<file path="src/rtl/lcd_pkg.sv">
// Shared definitions for the HD44780-compatible bus responder.
// Latency: n/a (types, constants and pure helper functions only).
// Backpressure: n/a.
package lcd_pkg;

    // Command classes, identified by the highest set bit of the command byte
    localparam logic [7:0] CMD_CLR    = 8'h01;
    localparam logic [7:0] CMD_HOME   = 8'h02;
    localparam logic [7:0] CMD_ENTRY  = 8'h04;
    localparam logic [7:0] CMD_DISP   = 8'h08;
    localparam logic [7:0] CMD_SHIFT  = 8'h10;
    localparam logic [7:0] CMD_FUNC   = 8'h20;
    localparam logic [7:0] CMD_CGADDR = 8'h40;
    localparam logic [7:0] CMD_DDADDR = 8'h80;

    // Two-line DDRAM address map
    localparam logic [6:0] LINE1_BASE = 7'h00;
    localparam logic [6:0] LINE2_BASE = 7'h40;
    localparam int         LINE_LEN   = 16;
    localparam int         SHADOW_DEPTH = 2 * LINE_LEN;
    localparam logic [6:0] AC_WRAP1   = 7'h27;
    localparam logic [6:0] AC_WRAP2   = 7'h67;

    localparam logic [7:0] CHAR_SPACE = 8'h20;

    typedef enum logic [1:0] {
        ST_IDLE,
        ST_CLEAR,
        ST_BUSY
    } lcdState_t;

    // One bus sample as seen through the synchronizer chain
    typedef struct packed {
        logic       rs;
        logic       rw;
        logic [7:0] dat;
    } lcdBus_t;

    // Address counter step on the 2-line map. Increments out of either
    // line's 40-char window (including positions loaded beyond it) land
    // on the start of the other line; decrements wrap at the line starts.
    function automatic logic [6:0] acStep(input logic [6:0] ac, input logic inc);
        logic [6:0] res;
        if (inc) begin
            if (ac >= AC_WRAP2)
                res = LINE1_BASE;
            else if (ac >= AC_WRAP1 && ac < LINE2_BASE)
                res = LINE2_BASE;
            else
                res = ac + 7'd1;
        end else begin
            if (ac == LINE1_BASE)
                res = AC_WRAP2;
            else if (ac == LINE2_BASE)
                res = AC_WRAP1;
            else
                res = ac - 7'd1;
        end
        return res;
    endfunction

    // Map an address counter value to a shadow slot: {visible, index}.
    // Only the first LINE_LEN positions of each line are shadowed.
    function automatic logic [5:0] ddramIndex(input logic [6:0] ac);
        logic [6:0] off1;
        logic [6:0] off2;
        logic [5:0] res;
        off1 = ac - LINE1_BASE;
        off2 = ac - LINE2_BASE;
        res  = '0;
        if (off1 < 7'(LINE_LEN))
            res = {1'b1, 1'b0, off1[3:0]};
        else if (off2 < 7'(LINE_LEN))
            res = {1'b1, 1'b1, off2[3:0]};
        return res;
    endfunction

endpackage

</file>
<file path="src/rtl/lcd_bus_receiver_ddram.sv">
// 32x8 shadow of the two visible 16-char lines.
// Latency: write takes effect at the clock edge; read data registered, 1 cycle.
// Backpressure: none; one write and one read accepted every cycle.
module lcd_ddram
    import lcd_pkg::*;
(
    input  logic       iCLK,
    input  logic       iRST_N,
    input  logic       wrEn,
    input  logic [4:0] wrAddr,
    input  logic [7:0] wrData,
    input  logic [4:0] rdAddr,
    output logic [7:0] rdData
);

    logic [7:0] mem [0:SHADOW_DEPTH-1];

    // Storage array: no reset, the CLEAR sweep initialises every entry
    always_ff @(posedge iCLK) begin
        if (wrEn)
            mem[wrAddr] <= wrData;
    end

    // Registered read port; reads return the pre-write value on a collision
    always_ff @(posedge iCLK or negedge iRST_N) begin
        if (!iRST_N)
            rdData <= '0;
        else
            rdData <= mem[rdAddr];
    end

endmodule

</file>
<file path="src/rtl/lcd_bus_receiver.sv">
// HD44780-style responder: decodes LCD bus writes into a shadow display and mode flags.
// Latency: state change and oWR_STB on the 3rd iCLK edge after EN is first sampled low.
// Backpressure: none on the bus; transfers arriving while busy are dropped and flagged in oERR.
module lcd_bus_receiver
    import lcd_pkg::*;
#(
    parameter int CLR_BUSY_CYC = 82000,
    parameter int CMD_BUSY_CYC = 2000
) (
    input  logic       iCLK,
    input  logic       iRST_N,
    input  logic [7:0] LCD_DATA,
    input  logic       LCD_RW,
    input  logic       LCD_EN,
    input  logic       LCD_RS,
    input  logic [4:0] iRD_ADDR,
    output logic [7:0] oRD_DATA,
    output logic       oBUSY,
    output logic [6:0] oAC,
    output logic       oDISP_ON,
    output logic       oCURSOR_ON,
    output logic       oBLINK_ON,
    output logic       oFUNC_8BIT,
    output logic       oFUNC_2LINE,
    output logic       oWR_STB,
    output logic       oERR
);

    // Counter sized for the longer (clear/home) wait; CMD_BUSY_CYC must not exceed it
    localparam int CNT_W = $clog2(CLR_BUSY_CYC + 1);

    // Bus synchronizer: two metastability flops plus a third EN stage for edge detect
    logic    enD1, enD2, enD3;
    lcdBus_t busD1, busD2, busD3;
    logic    fall;

    // Registered state
    lcdState_t        state, stateNxt;
    logic [4:0]       clrIdx, clrIdxNxt;
    logic [CNT_W-1:0] busyCnt, busyCntNxt;
    logic [6:0]       ac, acNxt;
    logic             incMode, incModeNxt;
    logic             entryShiftUnused, entryShiftUnusedNxt;
    logic             dispOn, dispOnNxt;
    logic             cursorOn, cursorOnNxt;
    logic             blinkOn, blinkOnNxt;
    logic             func8bit, func8bitNxt;
    logic             func2line, func2lineNxt;
    logic             cgMode, cgModeNxt;
    logic             wrStb, wrStbNxt;
    logic             err, errNxt;

    // Shadow write port, driven by the CLEAR sweep or an accepted data write
    logic       ramWe;
    logic [4:0] ramWaddr;
    logic [7:0] ramWdat;
    logic [5:0] slot;
    logic [7:0] cmd;

    // Synchronize the asynchronous LCD bus into the iCLK domain
    always_ff @(posedge iCLK or negedge iRST_N) begin
        if (!iRST_N) begin
            enD1  <= 1'b0;
            enD2  <= 1'b0;
            enD3  <= 1'b0;
            busD1 <= '0;
            busD2 <= '0;
            busD3 <= '0;
        end else begin
            enD1  <= LCD_EN;
            enD2  <= enD1;
            enD3  <= enD2;
            busD1 <= '{rs: LCD_RS, rw: LCD_RW, dat: LCD_DATA};
            busD2 <= busD1;
            busD3 <= busD2;
        end
    end

    // Transfer strobe: EN was high one stage ago and is now low
    assign fall = enD3 & ~enD2;
    assign cmd  = busD3.dat;

    // State register; reset lands in CLEAR so the shadow starts out as spaces
    always_ff @(posedge iCLK or negedge iRST_N) begin
        if (!iRST_N) begin
            state            <= ST_CLEAR;
            clrIdx           <= '0;
            busyCnt          <= '0;
            ac               <= LINE1_BASE;
            incMode          <= 1'b1;
            entryShiftUnused <= 1'b0;
            dispOn           <= 1'b0;
            cursorOn         <= 1'b0;
            blinkOn          <= 1'b0;
            func8bit         <= 1'b1;
            func2line        <= 1'b0;
            cgMode           <= 1'b0;
            wrStb            <= 1'b0;
            err              <= 1'b0;
        end else begin
            state            <= stateNxt;
            clrIdx           <= clrIdxNxt;
            busyCnt          <= busyCntNxt;
            ac               <= acNxt;
            incMode          <= incModeNxt;
            entryShiftUnused <= entryShiftUnusedNxt;
            dispOn           <= dispOnNxt;
            cursorOn         <= cursorOnNxt;
            blinkOn          <= blinkOnNxt;
            func8bit         <= func8bitNxt;
            func2line        <= func2lineNxt;
            cgMode           <= cgModeNxt;
            wrStb            <= wrStbNxt;
            err              <= errNxt;
        end
    end

    // Next-state: busy sequencing, then transfer decode (only ever accepted from IDLE)
    always_comb begin
        stateNxt            = state;
        clrIdxNxt           = clrIdx;
        busyCntNxt          = busyCnt;
        acNxt               = ac;
        incModeNxt          = incMode;
        entryShiftUnusedNxt = entryShiftUnused;
        dispOnNxt           = dispOn;
        cursorOnNxt         = cursorOn;
        blinkOnNxt          = blinkOn;
        func8bitNxt         = func8bit;
        func2lineNxt        = func2line;
        cgModeNxt           = cgMode;
        wrStbNxt            = 1'b0;
        errNxt              = err;
        ramWe               = 1'b0;
        ramWaddr            = clrIdx;
        ramWdat             = CHAR_SPACE;
        slot                = ddramIndex(ac);

        case (state)
            ST_CLEAR: begin
                // One shadow entry per cycle; the sweep counts toward the clear busy time
                ramWe     = 1'b1;
                clrIdxNxt = clrIdx + 5'd1;
                if (clrIdx == 5'(SHADOW_DEPTH - 1)) begin
                    stateNxt   = ST_BUSY;
                    busyCntNxt = CNT_W'(CLR_BUSY_CYC - SHADOW_DEPTH);
                end
            end
            ST_BUSY: begin
                busyCntNxt = busyCnt - CNT_W'(1);
                if (busyCnt <= CNT_W'(1)) begin
                    stateNxt   = ST_IDLE;
                    busyCntNxt = '0;
                end
            end
            default: begin
                stateNxt = ST_IDLE;
            end
        endcase

        if (fall) begin
            // Busy is judged on the current state, so a fall in the last busy cycle is lost
            if (state != ST_IDLE || busD3.rw) begin
                errNxt = 1'b1;
            end else begin
                wrStbNxt   = 1'b1;
                stateNxt   = ST_BUSY;
                busyCntNxt = CNT_W'(CMD_BUSY_CYC);
                if (busD3.rs) begin
                    if (!cgMode) begin
                        ramWe    = slot[5];
                        ramWaddr = slot[4:0];
                        ramWdat  = busD3.dat;
                        acNxt    = acStep(ac, incMode);
                    end
                end else if (|(cmd & CMD_DDADDR)) begin
                    acNxt     = cmd[6:0];
                    cgModeNxt = 1'b0;
                end else if (|(cmd & CMD_CGADDR)) begin
                    cgModeNxt = 1'b1;
                end else if (|(cmd & CMD_FUNC)) begin
                    func8bitNxt  = cmd[4];
                    func2lineNxt = cmd[3];
                end else if (|(cmd & CMD_SHIFT)) begin
                    if (!cmd[3])
                        acNxt = acStep(ac, cmd[2]);
                end else if (|(cmd & CMD_DISP)) begin
                    dispOnNxt   = cmd[2];
                    cursorOnNxt = cmd[1];
                    blinkOnNxt  = cmd[0];
                end else if (|(cmd & CMD_ENTRY)) begin
                    incModeNxt          = cmd[1];
                    entryShiftUnusedNxt = cmd[0];
                end else if (|(cmd & CMD_HOME)) begin
                    acNxt      = LINE1_BASE;
                    busyCntNxt = CNT_W'(CLR_BUSY_CYC);
                end else if (|(cmd & CMD_CLR)) begin
                    acNxt      = LINE1_BASE;
                    incModeNxt = 1'b1;
                    stateNxt   = ST_CLEAR;
                    clrIdxNxt  = '0;
                end
            end
        end
    end

    lcd_ddram u_ddram (
        .iCLK   (iCLK),
        .iRST_N (iRST_N),
        .wrEn   (ramWe),
        .wrAddr (ramWaddr),
        .wrData (ramWdat),
        .rdAddr (iRD_ADDR),
        .rdData (oRD_DATA)
    );

    assign oBUSY       = (state != ST_IDLE);
    assign oAC         = ac;
    assign oDISP_ON    = dispOn;
    assign oCURSOR_ON  = cursorOn;
    assign oBLINK_ON   = blinkOn;
    assign oFUNC_8BIT  = func8bit;
    assign oFUNC_2LINE = func2line;
    assign oWR_STB     = wrStb;
    assign oERR        = err;

endmodule

</file>
<file path="config.mk">
export PLATFORM = sky130hd
export DESIGN_NAME = lcd_bus_receiver
export DESIGN_NICKNAME = d
export VERILOG_FILES = /design/src/rtl/lcd_pkg.sv /design/src/rtl/lcd_bus_receiver_ddram.sv /design/src/rtl/lcd_bus_receiver.sv
export SDC_FILE = /design/constraint.sdc
export NUM_CORES = 1
export LEC_CHECK = 0
export ABC_AREA = 1
export CORE_MARGIN = 2
export CORE_UTILIZATION = 39
export DETAILED_ROUTE_END_ITERATION = 10
export GPL_TIMING_DRIVEN = 0
export PLACE_DENSITY_LB_ADDON = 0.05
export SYNTH_ARGS = -nofsm -noshare
export SYNTH_HDL_FRONTEND = slang
export SYNTH_SLANG_ARGS = --single-unit
</file>
<file path="constraint.sdc">
create_clock -name iCLK -period 2.4 [get_ports iCLK]
set_input_delay 0.48 -clock iCLK [delete_from_list [all_inputs] [get_ports iCLK]]
set_output_delay 0.48 -clock iCLK [all_outputs]
set_load 0.01 [all_outputs]
</file>
==> After elaboration in Yosys (flattened, before gate mapping) <==
Memories as Yosys holds them, arrays and structs flattened. A register that Yosys moved wholly into a read port is not among the register bits.
Cells that the tools add are included.
{ "classes": {"n_addsub": 5, "order_cmp": 6, "eq_ne": 10, "muxes": 80, "bitwise": 9, "n_reduce_logical": 14} }
{ "op_table": {"columns": ["cell", "count"], "rows": [
  ["$mux W17", 12],
  ["$mux W7", 17],
  ["$mux W5", 16],
  ["$pmux W17 S2", 1],
  ["$mux W8", 4],
  ["$mux W2", 13],
  ["$le A17 B1 Y1 const B", 1],
  ["$sub A17 B1 Y17 const B", 1],
  ["$reduce_and A8 Y1", 2],
  ["$lt A7 B5 Y1 const B", 2],
  ["$mux W1", 14],
  ["$mux W6", 2],
  ["$reduce_and A10 Y1", 1],
  ["$ne A3 B1 Y1 const B", 3],
  ["$not A1 Y1", 8],
  ["$add A7 B1 Y7 const B", 1],
  ["$eq A7 B7 Y1 const B", 1],
  ["$ge A7 B6 Y1 const B", 1],
  ["$ge A7 B7 Y1 const B", 1],
  ["$logic_not A7 Y1", 1],
  ["$lt A7 B7 Y1 const B", 1],
  ["$sub A7 B1 Y7 const B", 1],
  ["$sub A7 B7 Y7 const B", 1],
  ["$reduce_and A6 Y1", 1],
  ["other kinds (16)", 18]
]} }
{ "totals": {"reg_bits": 73, "ram_bits": 256, "in_bits": 18, "out_inout_bits": 23, "word_cells": 150, "memories": 1} }
{ "memory_table": {"columns": ["memory", "depth", "word_bits", "read_ports", "rd_clocked_by_memory_dff", "write_ports", "line", "text"], "rows": [
  ["u_ddram.mem", 32, 8, 1, 1, 1, "lcd_bus_receiver_ddram.sv:16", "logic [7:0] mem [0:SHADOW_DEPTH-1];"]
]} }

==> Depth between registers and ports, before layout <==
Gate-level depths: netlist (run 1).
{ "depth": {"depth_word": 13, "depth_mapped": 14, "mapped_depth_nobuf": 14} }

==> By module <==
From an unflattened synthesis (run 1), not the netlist that was laid out.
{ "hier_totals": {"hier_cells": 1388, "hier_area_um2": 14682.8} }
{ "modules_own_cells": {"columns": ["mod", "instances", "cells_each", "area_per_inst_um2", "seq_area_each_um2"], "rows": [
  ["lcd_ddram", 1, 922, 10826.6, 7887.6],
  ["lcd_bus_receiver", 1, 466, 3856.2, 1830.5]
]} }

==> Least setup slack after synthesis (run 1) <==
Ideal clock, no wire load.
{ "synth_timing": {"path_type": "reg-to-reg", "start": "register state[0]", "end": "memory u_ddram.mem[17][0], enable pin", "setup_time_ps": 370, "arrival_time_ps": 2066, "setup_slack_ps": -36, "stages_incl_launch_ff": 12, "period_less_slack_ps": 2436, "cell_sequence": "dfstp_2 inv_1 ha_1 inv_2 nor2_4 nand2_2 clkinv_2 nand3_4 inv_2 o21ai_2 nand3_4 nor2_1"} }
{ "synth_via": {"word_cells_on_any_way": 12, "cone_classes": "eq/ne: 1; mux: 9; reduce/logical: 2"} }
{ "synth_lines": {"columns": ["item", "line", "text"], "rows": [
  ["from (decl)", "lcd_bus_receiver.sv:38", "lcdState_t state, stateNxt;"],
  ["from (signal assigned)", "lcd_bus_receiver.sv:101", "state <= stateNxt;"],
  ["$reduce_bool A2 Y1 *", null, null],
  ["via oBUSY", "lcd_bus_receiver.sv:18", "output logic oBUSY,"],
  ["$logic_or A1 B1 Y1 *", "lcd_bus_receiver.sv:163", "if (state != ST_IDLE || busD3.rw) begin"],
  ["$mux W1", "lcd_bus_receiver.sv:163", null],
  ["$mux W1", "lcd_bus_receiver.sv:161", "if (fall) begin"],
  ["$mux W1", "lcd_bus_receiver_ddram.sv:20", "if (wrEn)"],
  ["$mux W1 (not written as such)", "lcd_bus_receiver_ddram.sv:21", "mem[wrAddr] <= wrData;"],
  ["to (decl)", "lcd_bus_receiver_ddram.sv:16", null]
]} }
The timed path passes the listed nets; every way through them passes the cells marked *.

==> Worst setup path after layout (run 1) <==
{ "layout_timing": {"start": "register state[1]", "end": "memory u_ddram.mem[12][7], data pin"} }
{ "layout_via": {"elab_chain_cells": 4} }
{ "layout_lines": {"columns": ["item", "line"], "rows": [
  ["$reduce_bool A2 Y1", "lcd_bus_receiver.sv:163"],
  ["$logic_or A1 B1 Y1", "lcd_bus_receiver.sv:163"],
  ["$mux W8", "lcd_bus_receiver.sv:163"],
  ["$mux W8", "lcd_bus_receiver.sv:161"]
]} }
No other way between the ends.

==> results of run 1 <==
==> synthesized netlist by cell type (all sizes together) (3+ instances only) <==
cell type	number	area [µm²]
edfxtp	256	7690
nor2	226	871
nand2	170	643
o21ai	96	503
dfrtp	78	1950
nand3	78	453
inv	67	254
o21bai	67	503
o221ai	63	552
clkbuf	37	139
buf	27	153
a21oi	26	141
xor2	14	123
nor3	11	70.1
ha	9	113
nand4	9	56.3
a31oi	5	31.3
dfstp	3	78.8
==> stage by stage <==
stage                util  setup slack (ns)  setup TNS (ns)  power, mW
global route        0.497            -0.112          -16.89       14.7
finish              0.497          -0.00877         -0.0833       14.1
CTS                 0.492           -0.0175          -0.282       14.2
floorplan               -           -0.0358           -5.91       7.48
global placement    0.421             -2.39         -685.24       8.06
detailed placement  0.425            -0.804         -174.21       8.07
==> metal layers <==
metal | global-route usage | share of wire | up-vias
met5 | 0 | 0 | -
met4 | 0.0766 | 0.031 | 0
met3 | 0.0318 | 0.057 | 73
met2 | 0.364 | 0.47 | 306
met1 | 0.317 | 0.44 | 5086
li1 | - | - | 4780
==> sequential cells by signal, indices dropped and copies added (netlist names) <==
name and flops:
busD1 10, busD2 10, busD3 2, busyCnt 17, cgMode 1, clrIdx 5, cmd 8, enD1 1
enD2 1, enD3 1, incMode 1, oAC 7, oBLINK_ON 1, oCURSOR_ON 1, oDISP_ON 1, oERR 1
oFUNC_2LINE 1, oFUNC_8BIT 1, oWR_STB 1, state 2, u_ddram.mem 256, u_ddram.rdData 8
==> area by class of cell <==
cell class | count | area share
buffer | 64 | 0.0166
clock buffer | 52 | 0.0627
clock inverter | 17 | 0.0108
inverter | 69 | 0.0154
multi-input combinational | 789 | 0.254
sequential | 337 | 0.536
tap | 468 | 0.0323
timing repair buffer | 101 | 0.0725
==> power by group <==
group | leakage (nW) | total [mW] | internal, mW | switching [mW]
logic | 2.70 | 1.48 | 0.529 | 0.951
registers | 3.43 | 6.53 | 6.37 | 0.161
clock network | 0.655 | 6.12 | 3.76 | 2.37
total | 6.79 | 14.1 | 10.7 | 3.48
==> what timing repair did <==
item                       4_1_cts  5_1_grt
pin swaps                       38       36
resized for setup               91       35
setup endpoints to repair      434      366
setup buffers                   55        5
hold buffers                     1        0
hold endpoints to repair        17        0
gates cloned                     2        2
==> worst paths after layout <==
| check | to | cells past startpoint | slack, ns | start |
|---|---|---|---|---|
| setup / recovery | u_ddram.mem[12][7] | 10 | -0.009 | state[1] |
| hold / removal | cmd[1] | 0 | 0.34 | busD2[1] |
| setup reg to reg | u_ddram.mem[12][7] | 10 | -0.009 | state[1] |
| hold reg to reg | cmd[1] | 0 | 0.34 | busD2[1] |
| max in group asynchronous | incMode | 3 | 1.36 | iRST_N |
| min in group asynchronous | busyCnt[10] | 2 | 0.36 | iRST_N |
==> cells by family (layout without fill, tap and decap cells) <==
family,count (synthesis),in the layout
compound gates,266,266
simple gates,495,499
flops,337,337
fa+ha+maj,9,9
buf+inv,133,303
xor+xnor,15,15
==> impl_results.md, run 1 <==
- Arrival time worst endpoint: 2.61 ns
- Share of the clock period used by the worst path after layout: 1.00
- Row count: 70
- Number of max-slew violations in the final report: 0
- Synthesized-area fraction occupied by ao, oa, aoi and oai cells: 0.125
- Clock Latency Late Sink: 0.54 ns
- Basic-gate share of the synthesized area counting and, or, nand and nor cells: 0.146
- Class of the tightest hold or removal check: flop to flop
- Register area: 0.00972 mm²
- Highest Clock Rate: 415 MHz
- Setup repair after global routing missed its margin: yes
- Post-route cell area: 0.0181 mm²
- VDD IR max: 0.559 mV
- Slowest stage cell on the critical path: nor2_2
- Final cell count without fillers: 1,897
- Post-Synthesis Cell Area: 0.0144 mm²
- Final hold violation count: 0
- Ys Warns: 0
- Cell count after placement: 1,763
- Cell class contributing the biggest share of worst-path delay: simple AND/OR/NAND/NOR gates
- Cts bufs inserted: 38
- Number of DRC markers after the initial detailed-route iteration: 769
- Worst hold slack after final layout: 0.345 ns
- Run status: finished with violations
- Iteration count of the initial detailed-routing pass: 5
- Total I/O pin count: 41
- Power density relative to cell area: 779 mW/mm²
- Die area: 0.0385 mm²
- Die height: 196 µm
- Port Buf Inserts: 36
- Static power due to leakage: 6.79 nW
- Worst-case clock buffer depth: 3
- Global-route wire length before repair: 64,200 µm
- Syn Nets: 1,282
- WL per Instance: 23.0 µm
- Multiplexer share of the synthesized area: 0
- Maximum Capacitance Violations: 0
- Fraction of layout cells with a size suffix above 1: 0.173
- Total Wirelength: 43,600 µm
- Antenna cells: 0
- Footprint of the multi-input gates: 0.00461 mm²
- P&R area growth vs syn: 25.8%
- Total of flip-flops plus latches after synthesis: 337
- Number of enable flip-flop cells after synthesis: 256
- Proportion of synthesized chip area in sequential cells: 0.674
- Clock root buffer master: clkbuf_16
- Vias in the first global route: 10,100
- Distinct cell type count of the synthesized netlist: 41
- Buffers plus inverters on the worst setup path: 5
- Instance count of the mapped netlist: 1,255
- Share of synthesized cell area in full adder, half adder and majority cells: 0.00781
- Type of the setup path with the least slack: flop to flop
- Final weighted congestion of routability-driven global placement: 0.920
- Ordered list of cells on the worst path: inv_2 > ha_4 > inv_4 > nor2_4 > nand2_2 > clkinv_4 > nand3_4 > buf_12 > buf_4 > nor2_2
- DRT antenna net count: 0
- Proportion of register bits with asynchronous set or reset after synthesis: 0.240
- Leading cell types in the layout, fill and taps excluded: edfxtp_1 (256), nor2_1 (182), nand2_1 (159), o21ai_0 (90), dfrtp_1 (78)
- Count of clock tree sinks: 337
- Maximum number of pins on one net before global-route repair: 65
- Slowest cell delay on critical path: 0.69 ns
- TritonCTS clock tree: yes
- Overall Global Routing Usage: 0.226
- Level count of the clock H-tree: 2
- DIE WIDTH: 196 µm
- Most common cell after layout, fill and taps aside: edfxtp_1
- Worst Slack Setup Final: -0.00877 ns
- Placed wire-length estimate after detailed placement: 28,000 µm
- Min cycle time layout: 2.41 ns
- Headroom to the max-slew limit: 0.429
- Category of the worst setup path capture point: flop
- Syn avg cell area: 11.5 µm²
- DRC violations left: 0
- Placed standard-cell area: 0.0155 mm²
- Crit-path max FO: 16
- Xor and xnor area share after synthesis: 0.00911
- Total number of vias: 10,200
- Primary FF master, synth: edfxtp_1
- Crit path launch type: flop
- Slew at the pin closest to its max-slew limit: 0.856 ns
- Post-detailed-route via-to-cell ratio: 5.40
- Post-CTS clock slew at the launch and capture registers of the worst setup and hold paths: 0.06 ns
- Antenna violations before repair: 1
- Core region area: 0.0365 mm²
- Overflow after GRT: 0
- Combinational family with the most area after synthesis: simple AND/OR/NAND/NOR gates
- Number of nets in the layout: 1,427
- Violated checks: negative setup slack
- Required time of the critical path: 2.60 ns
- Layout fillers: 3,237
- Skew final: 0.0187 ns
- Initial core utilization: 0.395
- # setup viols final: 16
Note: power is estimated with default switching activity, not from simulation.
==> run 2: changes to the inputs <==
CORE_MARGIN = default   (was 2)
REMOVE_ABC_BUFFERS = 1   (was default)
TNS_END_PERCENT = 5   (was default)
==> impl_results.md, run 2 (same netlist as run 1, synthesis figures left out) <==
- Run status: finished clean
- DRT antenna net count: 0
- Worst R2R End: u_ddram.mem[29][3]
- Total Wirelength: 36,000 µm
- Clock root buffer master: clkbuf_16
- Depth of the most critical reg-to-reg path: 14
- Placed wire-length estimate after detailed placement: 21,100 µm
- Skew final: 0.0159 ns
- Flip-flop count of the largest register, all copies and words added: 256
- Number of nets in the layout: 1,370
- Setup repair after global routing missed its margin: yes
- Most common cell after layout, fill and taps aside: edfxtp_1
- Core region area: 0.0365 mm²
- DIE WIDTH: 194 µm
- Buffers plus inverters on the worst setup path: 7
- Clock Latency Late Sink: 0.54 ns
- Post-detailed-route via-to-cell ratio: 5.27
- Final weighted congestion of routability-driven global placement: 0.844
- Highest Clock Rate: 422 MHz
- Hold Path End: cmd[1]
- Iteration count of the initial detailed-routing pass: 5
- VDD IR max: 0.521 mV
- Arrival time worst endpoint: 2.61 ns
- Leading cell types in the layout, fill and taps excluded: edfxtp_1 (256), nor2_1 (182), nand2_1 (156), o21ai_0 (90), dfrtp_1 (77)
- # setup viols final: 0
- Global-route wire length before repair: 56,400 µm
- Overflow after GRT: 0
- Vias in the first global route: 9,687
- Number of DRC markers after the initial detailed-route iteration: 674
- Setup slack of the most critical reg-to-reg path: 0.03 ns
- Antenna violations before repair: 0
- Count of clock tree sinks: 337
- Total I/O pin count: 41
- Required time of the critical path: 2.64 ns
- Slowest stage cell on the critical path: dfstp_2
- Fin util: 0.491
- Worst hold path depth: 0
- Start of the worst register-to-register path: state[0]
- Maximum number of pins on one net before global-route repair: 79
- Slowest cell delay on critical path: 0.55 ns
- Fraction of layout cells with a size suffix above 1: 0.163
- Worst Slack Setup Final: 0.0325 ns
- Register containing the most flip-flops in the final layout: u_ddram.mem
- Port Buf Inserts: 40
- Class of the tightest hold or removal check: flop to flop
- Total power: 13.7 mW
- Slew at the pin closest to its max-slew limit: 0.875 ns
- Crit path launch type: flop
- Post-CTS clock slew at the launch and capture registers of the worst setup and hold paths: 0.06 ns
- Setup TNS: 0 ns
- Headroom to the max-slew limit: 0.416
- Worst hold slack after final layout: 0.333 ns
- Final hold violation count: 0
- Antenna cells: 0
- Crit-path max FO: 8
- Cts bufs inserted: 38
- Number of max-slew violations in the final report: 0
- Maximum Capacitance Violations: 0
- Placed standard-cell area: 0.0153 mm²
- Die area: 0.0377 mm²
- Static power due to leakage: 6.67 nW
- WL per Instance: 19.6 µm
- DRC violations left: 0
- Cell count after placement: 1,707
- Overall Global Routing Usage: 0.194
- Worst slack at placement: -1.29 ns
- Type of the setup path with the least slack: flop to flop
- Hold Crit Start: busD2[1]
- TritonCTS clock tree: yes
- Min cycle time layout: 2.37 ns
- Post-route cell area: 0.0179 mm²
- Power density relative to cell area: 762 mW/mm²
- Final cell count without fillers: 1,840
- Cell class contributing the biggest share of worst-path delay: buffers and inverters
- Row count: 70
- Largest regs: u_ddram.mem x256, busyCnt x17
- P&R area growth vs syn: 24.3%
- Worst-case clock buffer depth: 3
- Total number of vias: 9,694
- Share of the clock period used by the worst path after layout: 0.986
- Ordered list of cells on the worst path: inv_2 > ha_4 > inv_4 > nor2_4 > nand2_8 > clkinv_8 > nand3_4 > buf_6 > o21ai_4 > inv_4 > nand3_4 > buf_12 > nor2_4 > buf_4
- Category of the worst setup path capture point: flop
- Level count of the clock H-tree: 2
- Die height: 194 µm
- Initial core utilization: 0.395
==> run 2: cell types whose count changed in the layout (fill, tap and decap cells not counted), sizes merged <==
cell / before / now
nand3: 78 / 79
clkbuf: 89 / 52
inv: 68 / 67
bufinv: 4 / 2
dlymetal6s2s: 0 / 1
nor2: 230 / 226
clkinvlp: 3 / 0
buf: 92 / 74
clkinv: 11 / 17
==> run 2: report_power, final <==
part	leakage [nW]	total [mW]	switching, mW	internal, mW
registers	3.43	6.55	0.184	6.37
clock network	0.614	5.73	2.30	3.43
logic	2.63	1.37	0.850	0.516
total	6.67	13.7	3.34	10.3
==> run 2: how the worst max path moves through the flow <==
stage                      from                 end  slack (ns)  cells after the start
CTS                    state[1]  u_ddram.mem[11][3]       0.005                     14
detailed placement     state[0]  u_ddram.mem[17][5]       -1.29                     11
global route           state[1]  u_ddram.mem[27][3]       -0.07                      9
global placement    iRD_ADDR[0]   u_ddram.rdData[7]       -8.33                     10
finish                 state[0]  u_ddram.mem[29][3]        0.03                     14
floorplan           iRD_ADDR[0]   u_ddram.rdData[7]       -0.66                      9
==> run 2: cell type report <==
cell class	instances	area, µm²
multi-input combinational	786	4620
timing repair buffer	111	1470
clock inverter	17	150
sequential	337	9720
fill	3247	18600
tap	468	586
clock buffer	52	1100
inverter	69	290
==> run 2: metal layers <==
| metal | up-vias | global-route usage | routed length, µm |
|---|---|---|---|
| met5 | - | 0 | 0 |
| met4 | 0 | 0.0553 | 800 |
| met3 | 54 | 0.0313 | 1550 |
| met2 | 184 | 0.337 | 17800 |
| met1 | 4789 | 0.250 | 15800 |
| li1 | 4667 | - | - |
==> run 2: timing repair <==
| action | 4_1_cts | 5_1_grt |
|---|---|---|
| gates resized for setup | 97 | 34 |
| setup buffers | 57 | 5 |
| pin swaps | 38 | 24 |
| hold buffers | 1 | 0 |
| setup endpoints to repair | 521 | 452 |
| cloned | 1 | 0 |
| hold endpoints to repair | 17 | 0 |
==> run 3: changes to the inputs <==
CORE_MARGIN = 2   (was default)
MAX_ROUTING_LAYER = met4   (was default)
==> impl_results.md, run 3 (same netlist as run 1, synthesis figures left out) <==
- Run status: finished with violations
- Violated checks: negative setup slack
- Placed wire-length estimate after detailed placement: 21,000 µm
- Slowest stage cell on the critical path: dfrtp_1
- Number of max-slew violations in the final report: 0
- Detailed-routed wire length on met2: 17,600 µm
- Leading cell types in the layout, fill and taps excluded: edfxtp_1 (256), nor2_1 (182), nand2_1 (157), o21ai_0 (90), dfrtp_1 (78)
- Flip-flop count of the largest register, all copies and words added: 256
- Type of the setup path with the least slack: flop to flop
- Wire length on met1: 16,200 µm
- Post-detailed-route via-to-cell ratio: 5.26
- Overall Global Routing Usage: 0.192
- Iteration count of the initial detailed-routing pass: 5
- Number of nets in the layout: 1,374
- WL per Instance: 19.5 µm
- Row count: 70
- Total Wirelength: 35,900 µm
- Arrival time worst endpoint: 2.78 ns
- Port Buf Inserts: 40
- Post-CTS clock slew at the launch and capture registers of the worst setup and hold paths: 0.05 ns
- Category of the worst setup path capture point: flop
- Power density relative to cell area: 766 mW/mm²
- Total I/O pin count: 41
- Level count of the clock H-tree: 2
- Metal3 WL: 1240 µm
- Worst Slack Setup Final: -0.129 ns
- Cell mode on critical path: nor2_4
- Layout fillers: 3,234
- Ordered list of cells on the worst path: inv_2 > ha_4 > inv_4 > nor2_4 > nand2_8 > clkinv_8 > nand3_4 > buf_12 > buf_8 > o21ai_4 > inv_2 > nor2_4 > nand2_4 > nor2_4 > buf_12
- VDD IR max: 0.588 mV
- Largest regs: u_ddram.mem x256, busyCnt x17
- Min cycle time layout: 2.53 ns
- Class of the tightest hold or removal check: primary input to asynchronous set/reset pin
- Core region area: 0.0365 mm²
- Uppermost layer routed: met4
- Slowest cell delay on critical path: 0.39 ns
- Number of DRC markers after the initial detailed-route iteration: 655
- Final weighted congestion of routability-driven global placement: 0.857
- Crit-path max FO: 6
- Maximum Capacitance Violations: 0
- Static power due to leakage: 6.69 nW
- # setup viols final: 288
- Count of clock tree sinks: 337
- Setup TNS: -16.34 ns
- Register containing the most flip-flops in the final layout: u_ddram.mem
- Crit path launch type: flop
- DRC violations left: 0
- Worst hold slack after final layout: 0.345 ns
- Required time of the critical path: 2.65 ns
- Crit path launch: state[1]
- Headroom to the max-slew limit: 0.387
- Most common cell after layout, fill and taps aside: edfxtp_1
- Placed standard-cell area: 0.0153 mm²
- Highest Clock Rate: 395 MHz
- Global-route wire length before repair: 54,600 µm
- Overflow after GRT: 0
- Initial core utilization: 0.395
- Slew at the pin closest to its max-slew limit: 0.917 ns
- Post-route cell area: 0.0179 mm²
- Maximum number of pins on one net before global-route repair: 81
- Antenna cells: 0
- Final hold violation count: 0
- DIE WIDTH: 196 µm
- Start of the worst register-to-register path: state[1]
- Fraction of layout cells with a size suffix above 1: 0.166
- Depth of the most critical reg-to-reg path: 15
- Clock Latency Late Sink: 0.55 ns
- Worst-case clock buffer depth: 3
- Cts bufs inserted: 38
- Die area: 0.0385 mm²
- Clock root buffer master: clkbuf_16
- Total number of vias: 9,710
- Vias in the first global route: 9,379
- Antenna violations before repair: 0
- Die height: 196 µm
- P&R area growth vs syn: 24.1%
- Skew final: 0.0229 ns
- TritonCTS clock tree: yes
- Share of the clock period used by the worst path after layout: 1.05
- DRT antenna net count: 0
- Setup repair after global routing missed its margin: yes
[run 3: power by group]
part           total, mW  switching [mW]  internal [mW]  leakage, nW
clock               5.80            2.37           3.43        0.623
combinational       1.37           0.851          0.518         2.64
sequential          6.55           0.181           6.37         3.43
total               13.7            3.40           10.3         6.69
[run 3: path summary, 6_finish.rpt]
| path | to | slack [ns] |
|---|---|---|
| worst max-delay path | u_ddram.mem[12][3] | -0.13 |
| worst min-delay path | cmd[7] | 0.35 |
| worst max register to register | u_ddram.mem[12][3] | -0.13 |
| worst min register to register | cmd[2] | 0.35 |
| max in group asynchronous | state[0] | 1.40 |
| min in group iCLK | cmd[2] | 0.35 |
[run 3: repair_timing]
action,CTS,global route
hold endpoints to repair,17,0
endpoints found under the setup margin,521,412
hold buffers,1,0
buffers inserted,56,11
pin swaps,38,6
gates resized for setup,98,20
[run 3: area by class of cell]
class,count,area [µm²],share of cell area
sequential,337,9720,0.543
multi-input combinational,785,4560,0.255
timing repair buffer,116,1490,0.0831
clock buffer,48,1040,0.0581
tap,468,586,0.0327
inverter,69,283,0.0158
clock inverter,22,221,0.0124
[run 3: per-stage QoR]
step	std cells	utilization	power, mW	worst slack (ns)
global route	1845	0.490	14.3	-0.215
global placement	1699	0.414	8.00	-8.43
floorplan	1191	-	7.40	-0.662
CTS	1834	0.485	13.9	-0.125
detailed placement	1707	0.419	7.99	-1.29
finish	1845	0.490	13.7	-0.129
[run 3: metal layers]
metal,track usage,up-vias
li1,-,4675
met5,-,-
met2,0.315,196
met1,0.250,4774
met3,0.0249,65
met4,0.0606,0
[run 3: worst max-delay path: cells and delay by family, from the launching register on]
family	cells	cell delay, ns
buffers and inverters	7	0.70
DFF	1	0.39
adders and majority gates	1	0.14
AOI/OAI and AO/OA	1	0.20
and+or+nand+nor	6	0.80
